$ cat src/rtl/page_walker_if.sv
// Walk request, PTE memory and result signals of the page walker.
// slave is the walker side, master the requester/memory side.
interface page_walker_if #(
  parameter int NUM_RQ = 3,
  parameter int ID_W   = $clog2(NUM_RQ)
);
  logic [NUM_RQ-1:0]       IN_rqValid;
  logic [NUM_RQ-1:0][19:0] IN_rqVpn;
  logic [NUM_RQ-1:0]       OUT_rqReady;
  logic [21:0]             IN_satpPpn;

  logic        OUT_memValid;
  logic [33:0] OUT_memAddr;
  logic        IN_memReady;
  logic        IN_memRespValid;
  logic [31:0] IN_memData;

  logic            OUT_pwValid;
  logic            OUT_pwBusy;
  logic [ID_W-1:0] OUT_pwRqID;
  logic [19:0]     OUT_pwVpn;
  logic [21:0]     OUT_pwPpn;
  logic            OUT_pwIsSuperPage;
  logic [2:0]      OUT_pwRwx;
  logic            OUT_pwUser;
  logic            OUT_pwGlobl;
  logic            OUT_pwPageFault;

  modport slave (
    input  IN_rqValid, IN_rqVpn, IN_satpPpn,
    input  IN_memReady, IN_memRespValid, IN_memData,
    output OUT_rqReady, OUT_memValid, OUT_memAddr,
    output OUT_pwValid, OUT_pwBusy, OUT_pwRqID, OUT_pwVpn,
    output OUT_pwPpn, OUT_pwIsSuperPage, OUT_pwRwx,
    output OUT_pwUser, OUT_pwGlobl, OUT_pwPageFault
  );

  modport master (
    output IN_rqValid, IN_rqVpn, IN_satpPpn,
    output IN_memReady, IN_memRespValid, IN_memData,
    input  OUT_rqReady, OUT_memValid, OUT_memAddr,
    input  OUT_pwValid, OUT_pwBusy, OUT_pwRqID, OUT_pwVpn,
    input  OUT_pwPpn, OUT_pwIsSuperPage, OUT_pwRwx,
    input  OUT_pwUser, OUT_pwGlobl, OUT_pwPageFault
  );
endinterface

$ cat src/rtl/page_walker.sv
// Two-level Sv32 page table walker, fixed-priority request ports,
// one PTE read outstanding, one-cycle result strobe.
module page_walker #(
  parameter int NUM_RQ = 3,
  parameter int ID_W   = $clog2(NUM_RQ)
) (
  input  logic         clk,
  input  logic         rst,
  page_walker_if.slave pw
);

  typedef enum logic [2:0] {
    IDLE, L1_REQ, L1_WAIT, L0_REQ, L0_WAIT, RESP
  } state_e;

  typedef struct packed {
    logic [21:0] ppn;
    logic [1:0]  rsw;
    logic        d;
    logic        a;
    logic        g;
    logic        u;
    logic        x;
    logic        w;
    logic        r;
    logic        v;
  } pte_t;

  state_e          state_q;
  logic [19:0]     vpn_q;
  logic [ID_W-1:0] id_q;
  logic            glob_q;
  logic            memValid_q;
  logic [33:0]     memAddr_q;
  logic            pwValid_q;
  logic [21:0]     ppn_q;
  logic            sp_q;
  logic [2:0]      rwx_q;
  logic            user_q;
  logic            globl_q;
  logic            fault_q;

  logic [NUM_RQ-1:0] gnt_d;
  logic [ID_W-1:0]   gntId_d;
  logic [19:0]       gntVpn_d;
  logic [33:0]       l1Addr_d;
  logic [33:0]       l0Addr_d;

  pte_t        pte;
  logic        inv_d;
  logic        leaf_d;
  logic        fault_d;
  logic        done_d;
  logic [2:0]  unused_bits;

  // Lowest valid index wins: scan downwards, last hit overwrites.
  always_comb begin
    gnt_d    = '0;
    gntId_d  = '0;
    gntVpn_d = '0;
    for (int i = NUM_RQ - 1; i >= 0; i--) begin
      if (pw.IN_rqValid[i]) begin
        gnt_d    = '0;
        gnt_d[i] = 1'b1;
        gntId_d  = ID_W'(i);
        gntVpn_d = pw.IN_rqVpn[i];
      end
    end
  end

  assign pw.OUT_rqReady =
    (!rst && state_q == IDLE) ? gnt_d : '0;

  assign l1Addr_d = {pw.IN_satpPpn, 12'b0}
                  + {22'b0, gntVpn_d[19:10], 2'b0};

  assign pte         = pte_t'(pw.IN_memData);
  assign unused_bits = {pte.rsw, pte.d};
  assign l0Addr_d    = {pte.ppn, 12'b0}
                     + {22'b0, vpn_q[9:0], 2'b0};

  assign inv_d  = !pte.v || (pte.w && !pte.r);
  assign leaf_d = pte.r || pte.x;

  // L0 non-leaf, missing A and misaligned superpages all fault.
  assign fault_d = inv_d
                || (state_q == L0_WAIT && !leaf_d)
                || (leaf_d && !pte.a)
                || (state_q == L1_WAIT && leaf_d
                    && pte.ppn[9:0] != 10'd0);
  assign done_d  = fault_d || leaf_d;

  always_ff @(posedge clk or posedge rst) begin
    if (rst) begin
      state_q    <= IDLE;
      vpn_q      <= '0;
      id_q       <= '0;
      glob_q     <= 1'b0;
      memValid_q <= 1'b0;
      memAddr_q  <= '0;
      pwValid_q  <= 1'b0;
      ppn_q      <= '0;
      sp_q       <= 1'b0;
      rwx_q      <= '0;
      user_q     <= 1'b0;
      globl_q    <= 1'b0;
      fault_q    <= 1'b0;
    end else begin
      pwValid_q <= 1'b0;
      unique case (state_q)
        IDLE: begin
          if (|gnt_d) begin
            vpn_q      <= gntVpn_d;
            id_q       <= gntId_d;
            glob_q     <= 1'b0;
            memValid_q <= 1'b1;
            memAddr_q  <= l1Addr_d;
            state_q    <= L1_REQ;
          end
        end
        L1_REQ, L0_REQ: begin
          if (pw.IN_memReady) begin
            memValid_q <= 1'b0;
            state_q    <= (state_q == L1_REQ)
                        ? L1_WAIT : L0_WAIT;
          end
        end
        L1_WAIT, L0_WAIT: begin
          if (pw.IN_memRespValid) begin
            if (done_d) begin
              ppn_q     <= fault_d ? '0 : pte.ppn;
              rwx_q     <= fault_d ? '0
                         : {pte.r, pte.w, pte.x};
              user_q    <= !fault_d && pte.u;
              globl_q   <= !fault_d && (pte.g || glob_q);
              sp_q      <= !fault_d && state_q == L1_WAIT;
              fault_q   <= fault_d;
              pwValid_q <= 1'b1;
              state_q   <= RESP;
            end else begin
              glob_q     <= pte.g;
              memValid_q <= 1'b1;
              memAddr_q  <= l0Addr_d;
              state_q    <= L0_REQ;
            end
          end
        end
        RESP:    state_q <= IDLE;
        default: state_q <= IDLE;
      endcase
    end
  end

  assign pw.OUT_memValid      = memValid_q;
  assign pw.OUT_memAddr       = memAddr_q;
  assign pw.OUT_pwValid       = pwValid_q;
  assign pw.OUT_pwBusy        = state_q != IDLE;
  assign pw.OUT_pwRqID        = id_q;
  assign pw.OUT_pwVpn         = vpn_q;
  assign pw.OUT_pwPpn         = ppn_q;
  assign pw.OUT_pwIsSuperPage = sp_q;
  assign pw.OUT_pwRwx         = rwx_q;
  assign pw.OUT_pwUser        = user_q;
  assign pw.OUT_pwGlobl       = globl_q;
  assign pw.OUT_pwPageFault   = fault_q;

endmodule

$ cat src/flat_wrapper.sv
// flat-port wrapper written by rule: the top's interface ports become plain ports
module page_walker_flat 
#(
  parameter int NUM_RQ = 3,
  parameter int ID_W   = $clog2(NUM_RQ)
)
  (clk, rst, pw_IN_rqValid, pw_IN_rqVpn, pw_IN_satpPpn, pw_IN_memReady, pw_IN_memRespValid, pw_IN_memData, pw_OUT_rqReady, pw_OUT_memValid, pw_OUT_memAddr, pw_OUT_pwValid, pw_OUT_pwBusy, pw_OUT_pwRqID, pw_OUT_pwVpn, pw_OUT_pwPpn, pw_OUT_pwIsSuperPage, pw_OUT_pwRwx, pw_OUT_pwUser, pw_OUT_pwGlobl, pw_OUT_pwPageFault);
  page_walker_if #(.NUM_RQ(NUM_RQ), .ID_W(ID_W)) pw_i ();
  input  logic clk;
  input  logic rst;
  input wire logic [$bits(pw_i.IN_rqValid)-1:0] pw_IN_rqValid;
  input wire logic [$bits(pw_i.IN_rqVpn)-1:0] pw_IN_rqVpn;
  input wire logic [$bits(pw_i.IN_satpPpn)-1:0] pw_IN_satpPpn;
  input wire logic [$bits(pw_i.IN_memReady)-1:0] pw_IN_memReady;
  input wire logic [$bits(pw_i.IN_memRespValid)-1:0] pw_IN_memRespValid;
  input wire logic [$bits(pw_i.IN_memData)-1:0] pw_IN_memData;
  output wire logic [$bits(pw_i.OUT_rqReady)-1:0] pw_OUT_rqReady;
  output wire logic [$bits(pw_i.OUT_memValid)-1:0] pw_OUT_memValid;
  output wire logic [$bits(pw_i.OUT_memAddr)-1:0] pw_OUT_memAddr;
  output wire logic [$bits(pw_i.OUT_pwValid)-1:0] pw_OUT_pwValid;
  output wire logic [$bits(pw_i.OUT_pwBusy)-1:0] pw_OUT_pwBusy;
  output wire logic [$bits(pw_i.OUT_pwRqID)-1:0] pw_OUT_pwRqID;
  output wire logic [$bits(pw_i.OUT_pwVpn)-1:0] pw_OUT_pwVpn;
  output wire logic [$bits(pw_i.OUT_pwPpn)-1:0] pw_OUT_pwPpn;
  output wire logic [$bits(pw_i.OUT_pwIsSuperPage)-1:0] pw_OUT_pwIsSuperPage;
  output wire logic [$bits(pw_i.OUT_pwRwx)-1:0] pw_OUT_pwRwx;
  output wire logic [$bits(pw_i.OUT_pwUser)-1:0] pw_OUT_pwUser;
  output wire logic [$bits(pw_i.OUT_pwGlobl)-1:0] pw_OUT_pwGlobl;
  output wire logic [$bits(pw_i.OUT_pwPageFault)-1:0] pw_OUT_pwPageFault;
  assign pw_i.IN_rqValid = pw_IN_rqValid;
  assign pw_i.IN_rqVpn = pw_IN_rqVpn;
  assign pw_i.IN_satpPpn = pw_IN_satpPpn;
  assign pw_i.IN_memReady = pw_IN_memReady;
  assign pw_i.IN_memRespValid = pw_IN_memRespValid;
  assign pw_i.IN_memData = pw_IN_memData;
  assign pw_OUT_rqReady = pw_i.OUT_rqReady;
  assign pw_OUT_memValid = pw_i.OUT_memValid;
  assign pw_OUT_memAddr = pw_i.OUT_memAddr;
  assign pw_OUT_pwValid = pw_i.OUT_pwValid;
  assign pw_OUT_pwBusy = pw_i.OUT_pwBusy;
  assign pw_OUT_pwRqID = pw_i.OUT_pwRqID;
  assign pw_OUT_pwVpn = pw_i.OUT_pwVpn;
  assign pw_OUT_pwPpn = pw_i.OUT_pwPpn;
  assign pw_OUT_pwIsSuperPage = pw_i.OUT_pwIsSuperPage;
  assign pw_OUT_pwRwx = pw_i.OUT_pwRwx;
  assign pw_OUT_pwUser = pw_i.OUT_pwUser;
  assign pw_OUT_pwGlobl = pw_i.OUT_pwGlobl;
  assign pw_OUT_pwPageFault = pw_i.OUT_pwPageFault;
  page_walker #(.NUM_RQ(NUM_RQ), .ID_W(ID_W)) u_core (.clk(clk), .rst(rst), .pw(pw_i));
endmodule
$ cat config.mk
export PLATFORM = sky130hd
export DESIGN_NAME = page_walker_flat
export DESIGN_NICKNAME = d
export VERILOG_FILES = /design/src/rtl/page_walker_if.sv /design/src/rtl/page_walker.sv /design/src/flat_wrapper.sv
export SDC_FILE = /design/constraint.sdc
export NUM_CORES = 1
export LEC_CHECK = 0
export CAP_MARGIN = 20
export CELL_PAD_IN_SITES_DETAIL_PLACEMENT = 1
export CELL_PAD_IN_SITES_GLOBAL_PLACEMENT = 1
export CORE_ASPECT_RATIO = 1.2
export CORE_MARGIN = 1.5
export CORE_UTILIZATION = 34
export DETAILED_ROUTE_END_ITERATION = 16
export PLACE_DENSITY_LB_ADDON = 0.1
export SLEW_MARGIN = 5
export SYNTH_ARGS = -nofsm -noshare
export SYNTH_HDL_FRONTEND = slang
export SYNTH_SLANG_ARGS = --single-unit
$ cat constraint.sdc
create_clock -name clk -period 5.7 [get_ports clk]
set_clock_uncertainty 0.15 [all_clocks]
set_input_delay 0.855 -clock clk [delete_from_list [all_inputs] [get_ports clk]]
set_output_delay 0.855 -clock clk [all_outputs]
set_load 0.02 [all_outputs]
# Yosys cells after proc, flatten, opt, wreduce, memory -nomap -nowiden
# Cells that the tools add are included.
op_classes:
  add_sub_neg: 2
  n_shift: 0
  multipliers: 0
  div_mod_pow: 0
  n_lt_le_gt_ge: 0
  n_reduce_logical: 35
  n_eq_ne: 8
  mux: 34
  bitwise: 0
op_table:
  columns: ["operator", "count"]
  rows:
  - ["$mux 34", 3]
  - ["$add 34x12->34", 2]
  - ["$pmux 34 s2", 1]
  - ["$mux 20", 3]
  - ["$mux 3", 10]
  - ["$mux 22", 1]
  - ["$mux 1", 10]
  - ["$reduce_bool 10->1", 1]
  - ["$logic_and 1x1->1", 9]
  - ["$pmux 3 s3", 1]
  - ["$ne 2x2->1 const B", 4]
  - ["$logic_or 1x1->1", 7]
  - ["$eq 3x2->1 const B", 2]
  - ["$logic_not 1->1", 6]
  - ["$mux 2", 3]
  - ["$reduce_and 3->1", 2]
  - ["$reduce_bool 3->1", 2]
  - ["$reduce_and 5->1", 1]
  - ["$reduce_and 4->1", 1]
  - ["$reduce_or 2->1", 2]
  - ["$eq 3x1->1 const B", 1]
  - ["$eq 3x3->1 const B", 1]
  - ["$logic_not 3->1", 1]
  - ["$pmux 1 s3", 1]
  - ["other kinds (4)", 4]
word_totals:
  out_inout_bits: 91
  regBits: 91
  input_bits: 121
  romBits: 0
  elab_cells: 92
  latch_bits: 0
  n_memories: 0
  ram_bits: 0

# Longest topological paths before layout
depth:
  word_depth: 10
  mapped_depth: 7
  ltp_nobuf: 5

# Least setup slack after synthesis
# OpenSTA, ideal clock, no wires.
synth_path:
  kind: "input-to-output"
  from: "in pw_IN_rqValid[1]"
  to: "out pw_OUT_rqReady[1]"
  setup_slack_ns: 2.843
  n_path_buf: 2
  stages: 4
  required_time_ns: 4.695
  t_arrival_ns: 1.852
  path_cell_list: "buf_2 > clkbuf_1 > nand2_1 > nor3_1"
synth_via:
  elab_chain_len: 3
synth_rtl:
  columns: ["element", "line", "text"]
  rows:
  - ["start: declaration", "flat_wrapper.sv:11", "input wire logic [$bits(pw_i.IN_rqValid)-1:0] pw_IN_rqValid;"]
  - ["$mux 3 (2 in series)", "page_walker.sv:62", "if (pw.IN_rqValid[i]) begin"]
  - ["$mux 3", "page_walker.sv:72", "(!rst && state_q == IDLE) ? gnt_d : '0;"]
  - ["end: declaration", "flat_wrapper.sv:17", "output wire logic [$bits(pw_i.OUT_rqReady)-1:0] pw_OUT_rqReady;"]
# No other way between the ends.

# Worst setup path in the final report
layout_path:
  from: "in pw_IN_rqValid[0]"
  to: "out pw_OUT_rqReady[1]"
layout_via:
  elab_chain_len: 2
layout_rtl:
  columns: ["element", "line"]
  rows:
  - ["$mux 3", "page_walker.sv:62"]
  - ["$mux 3", "page_walker.sv:72"]
# No other way between the ends.

==> impl_metrics.csv <==
group,metric,value,unit
outcome,status,"finished clean",
cts,cts-resized-gates,0,
cts,postCtsSetupRepairBufs,0,
cts,path_clk_slew,0.06,ns
final_layout,final_common_cell,"clkdlybuf4s50_1",
setup_path,critPathKind,"input pin to output port",
yosys,synth.distinct_cells,42,
setup_path,critPathLaunchType,"input pin",
yosys,postSynth.asyncResetShare,1.00,
yosys,synth-edff-count,0,
setup_path,cp_max_fo,33,
yosys,ys_seq_area_frac,0.478,
route,routed-via-count,3961,
cts,clk_path_buf_depth,2,
setup_path,reg2reg_to,"u_core.pw.OUT_pwPageFault$_DFFE_PP0P_",
setup_path,path_cells,"clkdlybuf4s50_1, buf_4, inv_1, nand2_1, nor3_1, clkdlybuf4s50_1",
route,drt-vias-per-instance,5.23,
power,power_frac_seq,0.288,
final_layout,final_cell_mix,"clkdlybuf4s50_1, dfrtp_1, mux2_2, o2bb2ai_1, mux2_4",
yosys,synth_warnings,0,
yosys,syn_area_per_cell,11.8,µm²
sta,hold_viol,0,
global_route,antenna_found_initial,0,
final_layout,final_core_util,0.535,
setup_path,arrival,2.85,ns
worst_hold_path,hold_depth,1,
global_route,grt_pass1_vias,4333,
setup_path,crit_required,4.70,ns
route,ant_nets,0,
route,routed_wl,15.2,mm
setup_path,cp_slowest_cell,"clkdlybuf4s50_1",
final_layout,area_growth,52.8,%
cts,cts_inserted_buffers,9,
final_layout,fill_cells,1418,
cts,cts_hold_buffers,0,
sta,tightest_slew,0.959,ns
global_route,grt_max_degree,51,
die,start_util,0.350,
route,dr.pass1.iters,4,
sta,fmaxAchievable,259,MHz
worst_hold_path,hold_path_class,"flop to flop",
die,core.rowCount,46,
global_route,met3_usage,0.0675,
final_layout,diodes,0,
die,die_y,131,µm
global_route,track_usage,0.212,
final_layout,layout-drive-gt1-share,0.197,
setup_path,cpPeakStageDelay,0.66,ns
sta,fin_tns_setup,0,ns
setup_path,path_common_cell,"clkdlybuf4s50_1",
die,core_area,0.0133,mm²
route,detail_route.wl_per_cell,20.0,µm
sta,rsz0062_at_grt,"no",
yosys,synthCells,395,
sta,min_period,3.86,ns
place,hpwl,11.0,mm
die,fp.dieW,110,µm
global_route,grt_pass1_wl,23.5,mm
setup_path,rrSetupSlack,3.11,ns
setup_path,critPathCaptureType,"output port",
cts,cts_tree,"done",
sta,layout_setup_ws,1.84,ns
final_layout,nets,708,
setup_path,critPathBufInv,4,
flow_run,cap_viol_max_count,0,
sta,holdWs,0.331,ns
sta,period_share,0.677,
place,io_buffers,206,
power,p_int,2.55,mW
setup_path,reg2regPathDepth,4,
sta,maxSlewViolCount,0,
power,power_frac_comb,0.548,
yosys,yosys_most_used_dff,"dfrtp_1",
yosys,synth.cell_area,0.00466,mm²
sta,finalSetupViolations,0,
worst_hold_path,hp-start,"u_core.pw.OUT_memValid$_DFFE_PP0P_",
worst_hold_path,min_to,"u_core.pw.OUT_memValid$_DFFE_PP0P_",
setup_path,crit-reg2reg-launch,"u_core.state_q[1]$_DFFE_PP0P_",
route,drc,0,
power,powerDensity,569,mW/mm²
power,leakage,2.87,nW
place,place_congestion,0.779,
global_route,grt_use_met2,0.370,
global_route,grt-ovfl-total,0,
power,p_sw_frac,0.371,
power,ir_drop,0.263,mV
die,die-area,0.0144,mm²
place,place_ws,1.82,ns
sta,max_slew_margin,0.361,
route,drtIter0Drc,171,
yosys,ys_seq_elements,89,
setup_path,crit_family,"buffers and inverters",
power,p_switching,1.50,mW
cts,insertion_delay,0.34,ns
power,power_frac_clock,0.164,
cts,clock_sink_count,89,
global_route,grt_util_met1,0.245,
cts,ctsRootBufferMaster,"clkbuf_16",
cts,htreeDepth,3,
global_route,busiest_layer,"met2",
die,ios,212,
registers in the layout, indices dropped and copies added, names as in the netlist:
register and cells:
u_core.pw.OUT_memValid 1, u_core.pw.OUT_pwValid 1, u_core.pw.OUT_pwRqID 2, u_core.pw.OUT_pwGlobl 1
u_core.pw.OUT_pwRwx 3, u_core.pw.OUT_pwVpn 20, u_core.pw.OUT_pwUser 1, u_core.pw.OUT_memAddr 32
u_core.state_q 3, u_core.pw.OUT_pwPpn 22, u_core.pw.OUT_pwPageFault 1, u_core.glob_q 1
u_core.pw.OUT_pwIsSuperPage 1
cells in the mapped netlist, types with 3 or more instances:
cell type / number / share of area
nor2b_1: 11 / 0.015
a22oi_1: 10 / 0.016
inv_1: 8 / 0.0064
o2bb2ai_1: 28 / 0.053
nand3b_1: 10 / 0.016
mux2_2: 56 / 0.14
buf_4: 4 / 0.0064
buf_6: 3 / 0.0073
o21ai_0: 13 / 0.014
clkbuf_1: 10 / 0.0081
dfrtp_1: 89 / 0.48
mux2_4: 28 / 0.090
a31oi_1: 14 / 0.019
buf_8: 3 / 0.0097
nand2_1: 25 / 0.020
nand3_1: 27 / 0.029
nor3_1: 5 / 0.0054
nor2_1: 11 / 0.0089
buf_2: 15 / 0.016
cell families (layout without fill, tap and decap cells):
family / Yosys count / after routing / share of synthesized area
other: 1 / 2 / 0.000805
buffers and inverters: 44 / 237 / 0.0548
and+or+nand+nor: 99 / 99 / 0.114
DFF: 89 / 89 / 0.478
AOI/OAI and AO/OA: 76 / 76 / 0.122
muxes: 86 / 86 / 0.230
power by group through the flow:
stage               clock [mW]  combinational, mW  sequential, mW
floorplan                    0              0.989            1.49
global placement             0               2.20            1.15
detailed placement           0               2.24            1.17
CTS                      0.678               2.25            1.17
global route             0.698               2.35            1.21
finish                   0.664               2.22            1.17
cell type report:
class / count / area [µm²] / area share
Inverter: 9 / 36.3 / 0.00510
Tap cell: 168 / 210 / 0.0295
Multi-Input combinational cell: 263 / 2190 / 0.308
Timing Repair Buffer: 215 / 2130 / 0.300
Clock inverter: 4 / 95.1 / 0.0134
Sequential cell: 89 / 2230 / 0.313
Clock buffer: 9 / 225 / 0.0317
worst register-to-register path, delay by kind of cell, from the launching register on:
family             cells  cell delay, ns
DFF                    1            0.61
muxes                  1            0.30
AOI/OAI and AO/OA      2            1.05
and+or+nand+nor        1            0.41
per-stage QoR:
step / cells / power [mW] / instance area [µm²]
3_3_place_gp: 743 / 3.35 / 6780
2_1_floorplan: 396 / 2.48 / 4660
5_1_grt: 757 / 4.26 / 7120
6_report: 757 / 4.05 / 7120
4_1_cts: 756 / 4.09 / 7100
3_5_place_dp: 743 / 3.41 / 6780
worst max-delay path by stage:
| stage | slack [ns] | endpoint | cells past startpoint | startpoint |
|---|---|---|---|---|
| global placement | 1.81 | pw_OUT_rqReady[1] | 6 | pw_IN_rqValid[0] |
| detailed placement | 1.82 | pw_OUT_rqReady[1] | 6 | pw_IN_rqValid[0] |
| CTS | 1.80 | pw_OUT_rqReady[1] | 6 | pw_IN_rqValid[0] |
| finish | 1.84 | pw_OUT_rqReady[1] | 6 | pw_IN_rqValid[0] |
| floorplan | 2.39 | u_core.glob_q$_DFFE_PP0P_ | 1 | rst |
| global route | 1.71 | pw_OUT_rqReady[1] | 6 | pw_IN_rqValid[0] |
metal layers:
layer	up-vias	wire length (µm)
met5	-	0
met4	0	198
met3	16	1360
met2	151	7630
met1	1979	5960
li1	1815	-
Note: power is estimated with default switching activity, not from simulation.
